<file path="src/rtl/remote_cmd_pkg.sv">
// Shared types and constants for the remote command initiator.
package remote_cmd_pkg;
  typedef enum logic [1:0] {IDLE, TX_HI, TX_LO, WAIT_ACK} state_t;
  localparam logic [7:0] ACK_BYTE   = 8'hA5;
  localparam int         FRAME_BITS = 10;
endpackage

</file>
<file path="src/rtl/uart_byte_tx.sv">
// 8N1 byte serializer: start bit, 8 data bits LSB first, stop bit, BAUD_DIV clocks each.
// A load on the byte_done cycle chains the next frame with no idle gap.
module uart_byte_tx
  import remote_cmd_pkg::*;
#(
  parameter int BAUD_DIV = 5208
) (
  input  logic       clk,
  input  logic       rst,
  input  logic       load,
  input  logic [7:0] byte_in,
  output logic       TX,
  output logic       byte_done
);
  localparam int BW = $clog2(BAUD_DIV);

  logic [BW-1:0] r_baud;
  logic [3:0]    r_bit;
  logic [7:0]    r_shift;
  logic          r_tx;
  logic          r_active;
  logic          w_bit_end;

  assign w_bit_end = r_active && (r_baud == BW'(BAUD_DIV - 1));
  assign byte_done = w_bit_end && (r_bit == 4'(FRAME_BITS - 1));
  assign TX        = r_tx;

  always_ff @(posedge clk) begin
    if (rst) begin
      r_baud   <= '0;
      r_bit    <= '0;
      r_shift  <= '0;
      r_tx     <= 1'b1;
      r_active <= 1'b0;
    end else if (load) begin
      r_baud   <= '0;
      r_bit    <= '0;
      r_shift  <= byte_in;
      r_tx     <= 1'b0;
      r_active <= 1'b1;
    end else if (r_active) begin
      if (w_bit_end) begin
        r_baud <= '0;
        if (byte_done) begin
          r_bit    <= '0;
          r_tx     <= 1'b1;
          r_active <= 1'b0;
        end else begin
          // Ones shifted in behind the data become the stop bit.
          r_bit   <= r_bit + 4'd1;
          r_tx    <= r_shift[0];
          r_shift <= {1'b1, r_shift[7:1]};
        end
      end else begin
        r_baud <= r_baud + BW'(1);
      end
    end
  end
endmodule

</file>
<file path="src/rtl/remote_cmd_tx.sv">
// Sends a 16-bit command as two back-to-back 8N1 bytes (high first), then waits for a response byte.
// Define ACK_TIMEOUT_EN to add the TMO_CYCLES response timeout and the resp_tmo pulse.
module remote_cmd_tx
  import remote_cmd_pkg::*;
#(
  parameter int BAUD_DIV   = 5208
`ifdef ACK_TIMEOUT_EN
  ,
  parameter int TMO_CYCLES = 1000000
`endif
) (
  input  logic        clk,
  input  logic        rst,
  input  logic [15:0] cmd,
  input  logic        snd_cmd,
  output logic        TX,
  output logic        busy,
  output logic        cmd_sent,
  input  logic        rx_rdy,
  input  logic [7:0]  rx_data,
  output logic        clr_rx_rdy,
  output logic [7:0]  resp,
  output logic        resp_vld,
  output logic        resp_ok
`ifdef ACK_TIMEOUT_EN
  ,
  output logic        resp_tmo
`endif
);
  state_t     r_state, w_next;
  logic [7:0] r_cmd_lo;
  logic       r_cmd_sent, r_resp_vld, r_clr, r_resp_ok;
  logic [7:0] r_resp;
  logic       w_load, w_byte_done, w_take_resp;
  logic [7:0] w_byte;
  logic       w_tmo;

  uart_byte_tx #(.BAUD_DIV(BAUD_DIV)) u_ser (
    .clk      (clk),
    .rst      (rst),
    .load     (w_load),
    .byte_in  (w_byte),
    .TX       (TX),
    .byte_done(w_byte_done)
  );

`ifdef ACK_TIMEOUT_EN
  localparam int TW = $clog2(TMO_CYCLES + 1);
  logic [TW-1:0] r_tmo_cnt;
  logic          r_resp_tmo;

  assign w_tmo    = (r_state == WAIT_ACK) && (r_tmo_cnt == TW'(TMO_CYCLES - 1));
  assign resp_tmo = r_resp_tmo;

  always_ff @(posedge clk) begin
    if (rst || r_state != WAIT_ACK) r_tmo_cnt <= '0;
    else                            r_tmo_cnt <= r_tmo_cnt + TW'(1);
    // A response on the expiry cycle takes precedence over the timeout.
    if (rst) r_resp_tmo <= 1'b0;
    else     r_resp_tmo <= w_tmo && !rx_rdy;
  end
`else
  assign w_tmo = 1'b0;
`endif

  always_ff @(posedge clk) begin
    if (rst) r_state <= IDLE;
    else     r_state <= w_next;
  end

  always_comb begin
    w_next = r_state;
    case (r_state)
      IDLE:     if (snd_cmd)     w_next = TX_HI;
      TX_HI:    if (w_byte_done) w_next = TX_LO;
      TX_LO:    if (w_byte_done) w_next = WAIT_ACK;
      WAIT_ACK: if (rx_rdy || w_tmo) w_next = IDLE;
      default:  w_next = IDLE;
    endcase
  end

  always_comb begin
    busy        = (r_state != IDLE);
    w_take_resp = (r_state == WAIT_ACK) && rx_rdy;
    w_load      = ((r_state == IDLE) && snd_cmd) || ((r_state == TX_HI) && w_byte_done);
    // High byte goes straight from the port on the accept cycle; low byte from the latch.
    w_byte      = (r_state == IDLE) ? cmd[15:8] : r_cmd_lo;
  end

  always_ff @(posedge clk) begin
    if (rst) begin
      r_cmd_lo   <= '0;
      r_cmd_sent <= 1'b0;
      r_resp_vld <= 1'b0;
      r_clr      <= 1'b0;
      r_resp     <= 8'h00;
      r_resp_ok  <= 1'b0;
    end else begin
      if ((r_state == IDLE) && snd_cmd) r_cmd_lo <= cmd[7:0];
      r_cmd_sent <= (r_state == TX_LO) && w_byte_done;
      r_resp_vld <= w_take_resp;
      r_clr      <= w_take_resp;
      if (w_take_resp) begin
        r_resp    <= rx_data;
        r_resp_ok <= (rx_data == ACK_BYTE);
      end
    end
  end

  assign cmd_sent   = r_cmd_sent;
  assign resp_vld   = r_resp_vld;
  assign clr_rx_rdy = r_clr;
  assign resp       = r_resp;
  assign resp_ok    = r_resp_ok;
endmodule

</file>
<file path="config.mk">
export PLATFORM = sky130hd
export DESIGN_NAME = remote_cmd_tx
export DESIGN_NICKNAME = d
export VERILOG_FILES = /design/src/rtl/remote_cmd_pkg.sv /design/src/rtl/uart_byte_tx.sv /design/src/rtl/remote_cmd_tx.sv
export SDC_FILE = /design/constraint.sdc
export NUM_CORES = 1
export LEC_CHECK = 0
export ABC_AREA = 1
export BUFFER_PORTS_ARGS = -buffer_cell sky130_fd_sc_hd__buf_2
export CAP_MARGIN = 0
export CORE_UTILIZATION = 26
export DETAILED_ROUTE_END_ITERATION = 6
export GPL_TIMING_DRIVEN = 0
export SYNTH_ARGS = -nofsm -noshare
export SYNTH_HDL_FRONTEND = slang
export SYNTH_HIERARCHICAL = 1
export SYNTH_SLANG_ARGS = --single-unit
</file>
<file path="constraint.sdc">
create_clock -name clk -period 3.67 [get_ports clk]
set_input_delay 0.1835 -clock clk [delete_from_list [all_inputs] [get_ports clk]]
set_output_delay 0.1835 -clock clk [all_outputs]
set_load 0.01 [all_outputs]
</file>
==> impl_metrics.env <==
export IMPL_p_seq_frac=0.428
export IMPL_hold_buffers=0
export IMPL_diodes=0
export IMPL_final_cells=497
export IMPL_ant_nets=0
export IMPL_cp_required_ps=3920
export IMPL_grt_pass1_vias=2179
export IMPL_r2r_slack_ps=1460
export IMPL_path_cells="inv_1 > ha_1 > nand2_1 > buf_4 > nand2_1 > nor2_1 > nand2_2 > inv_2 > nand2_1 > nor2_1"
export IMPL_clkSinkCount=48
export IMPL_endpoint_kind="register"
export IMPL_post_cts_resized=0
export IMPL_rsz0062_at_grt="no"
export IMPL_slew_viol_final=0
export IMPL_drc=0
export IMPL_insertion_delay_ps=300
export IMPL_critPathSlowestCell="nor2_1"
export IMPL_gr_usage_met3=0.0234
export IMPL_ys_ff_latch=48
export IMPL_power_density_nw_per_um2=516
export IMPL_grt_pass1_wl_um=9340
export IMPL_leakagePower_nw=1.31
export IMPL_synthTopCellsByCount="61 x nor2_1, 57 x nand2_1, 48 x dfxtp_1"
export IMPL_start_kind="register"
export IMPL_ctsRootBufferMaster="clkbuf_8"
export IMPL_cpMostUsedCell="nand2_1"
export IMPL_grt_start_max_net_pins=15
export IMPL_slew_limit_headroom=0.663
export IMPL_io_buffer_count=41
export IMPL_h_tree_depth=2
export IMPL_synth_edf_count=0
export IMPL_max_freq_mhz=452
export IMPL_ys_async_sr_fraction=0
export IMPL_crit_start="r_state[0]"
export IMPL_wirelength_um=5310
export IMPL_drive_gt1_frac=0.201
export IMPL_cts_setup_buffers=0
export IMPL_final_fill_count=947
export IMPL_die_area_sq_um=9730
export IMPL_area_delta_synth_final_pct=18.4
export IMPL_pwr_share_comb=0.317
export IMPL_critical_path_top_delay_family="simple AND/OR/NAND/NOR gates"
export IMPL_nNetsFinal=424
export IMPL_ir_worst_vdd_mv=0.246
export IMPL_hold_viol_final=0
export IMPL_max_stage_delay_ps=420
export IMPL_ys_top_cells_by_area="dfxtp_1 40%, nor2_1 9.4%, nand2_1 8.8%, inv_1 5.9%, o21ai_0 5.6%"
export IMPL_firstDrtPassIters=4
export IMPL_status="finished clean"
export IMPL_hold_class="input pin to register"
export IMPL_p_int_mw=0.979
export IMPL_path_class="register to register"
export IMPL_setup_violations=0
export IMPL_ys_warn_count=6
export IMPL_rows=34
export IMPL_wire_per_inst_um=10.7
export IMPL_cp_buffers_inverters=3
export IMPL_synth_most_common_cell="nor2_1"
export IMPL_cts_made_buffers=5
export IMPL_skew_ps=12.3
export IMPL_p_clk_frac=0.255
export IMPL_num_vias=2236
export IMPL_period_needed_ps=2210
export IMPL_worst_ep_arrival_time_ps=2460
export IMPL_synth_top_area_frac=0.396
export IMPL_drtIter0Drc=95
export IMPL_die_h_um=98.6
export IMPL_via_per_inst=4.50
export IMPL_min_from="rx_data[7]"
export IMPL_clk_path_buf_depth=2
export IMPL_grt_use_met2=0.206
export IMPL_io_pin_count=42
export IMPL_met1_usage=0.143
export IMPL_gr_usage_all_layers=0.115
export IMPL_switching_power_mw=0.504
export IMPL_synth_distinct_cells=29
export IMPL_max_cap_violations=0
export IMPL_clkTransAtPathRegs_ps=100
export IMPL_ys_seq_area_frac=0.396
export IMPL_gr_total_overflow=0
export IMPL_p_sw_frac=0.340
export IMPL_synth_area_leader_cell="dfxtp_1"
export IMPL_synth_area_sq_um=2430
export IMPL_design_core_area_sq_um=8890
export IMPL_avgSynthCellArea_sq_um=7.14
export IMPL_dp_cells=489
export IMPL_path_max_fanout=10
export IMPL_syn_inst=340
export IMPL_post_route_period_util=0.602
export IMPL_syn_nets=376
export IMPL_grt_antenna_before_repair=0
export IMPL_setup_tns_ps=0
export IMPL_place_hpwl_um=4030
export IMPL_cts_tree="done"
export IMPL_globalplace_congestion=0.814
export IMPL_worst_pin_slew_ps=503
export IMPL_die_x_um=98.6
export IMPL_r2r_start="r_state[0]"
export IMPL_ys_flop_type="dfxtp_1"
export IMPL_initial_core_util=0.273
export IMPL_busiest_layer="met2"
==> worst paths after layout <==
kind                                    endpoint  depth (start not counted)
worst min register to register       r_cmd_lo[7]                          2
worst min-delay path                     resp[7]                          3
worst max register to register  u_ser/r_baud[12]                         10
worst max-delay path            u_ser/r_baud[12]                         10
==> metrics by stage <==
stage                util  power (mW)  hold slack [ps]  setup slack [ps]  area (sq um)
floorplan               -       0.995              253              1790          2430
global placement    0.311        1.11              432              1480          2770
detailed placement  0.311        1.12              444              1460          2770
CTS                 0.324        1.50              140              1440          2880
global route        0.324        1.60              167              1160          2880
finish              0.324        1.48              149              1460          2880
==> area by class of cell <==
cell class,count,area (sq um),share of cell area
clock buffers,6,72.6,0.0252
clock inverters,2,35.0,0.0122
inverters,45,169,0.0587
multi-input cells,240,1250,0.435
repair buffers,41,205,0.0713
flip-flops and latches,48,961,0.334
plain buffers,7,47.5,0.0165
well taps,108,135,0.0470
==> metal layers <==
metal  part of all wire  wire length [um]
met5                  0                 0
met3              0.040               211
met4             0.0068                36
met2               0.46              2460
met1               0.49              2590
==> flip-flops by register name, summed over array words and instances, names as in the netlist <==
signal and flops:
u_ser/r_bit 4, clr_rx_rdy 1, u_ser/TX 1, r_cmd_lo 8
u_ser/r_baud 13, u_ser/r_shift 8, resp 8, u_ser/r_active 1
cmd_sent 1, resp_ok 1, r_state 2
==> worst register-to-register path: cells and delay by family, from the launching register on <==
family                   cells  cell delay [ps]
buffers and inverters        3              430
AND/OR/NAND/NOR              6             1090
adder cells (fa/ha/maj)      1              240
flip-flops                   1              400
==> kinds of logic after synthesis <==
logic type / after synthesis / share of synthesized area
xor+xnor: 2 / 0.00721
buf+inv: 52 / 0.0891
compound gates: 59 / 0.125
mux: 2 / 0.00824
flops: 48 / 0.396
simple gates: 169 / 0.334
fa+ha+maj: 8 / 0.0412
==> placed cells by master (no fill, tap or decap) <==
cell type / instances
nor3_4: 2
nand3_4: 1
nor3_1: 7
xor2_1: 1
nand2_1: 57
buf_2: 43
o21ai_1: 3
nor2_1: 61
nand3_2: 1
inv_1: 38
inv_2: 7
ha_1: 8
nand2_2: 5
mux2i_1: 2
buf_6: 1
nand4_1: 6
nand3_1: 21
nor2_8: 2
a31oi_1: 2
clkinv_2: 1
clkbuf_8: 5
xnor2_1: 1
buf_4: 3
nand2_4: 3
o21ai_0: 27
nor3b_2: 1
bufinv_16: 1
o21bai_1: 2
dfxtp_1: 48
clkbuf_1: 2
a21oi_1: 25
nor2_2: 2
==> power groups by stage <==
stage / Sequential, mW / Clock [mW] / Combinational (mW)
after global placement: 0.644 / 0 / 0.464
after detailed placement: 0.647 / 0 / 0.471
after global routing: 0.641 / 0.408 / 0.556
after floorplan: 0.644 / 0 / 0.351
final: 0.634 / 0.379 / 0.470
after CTS: 0.635 / 0.392 / 0.475
(Power assumes the default switching activity.)
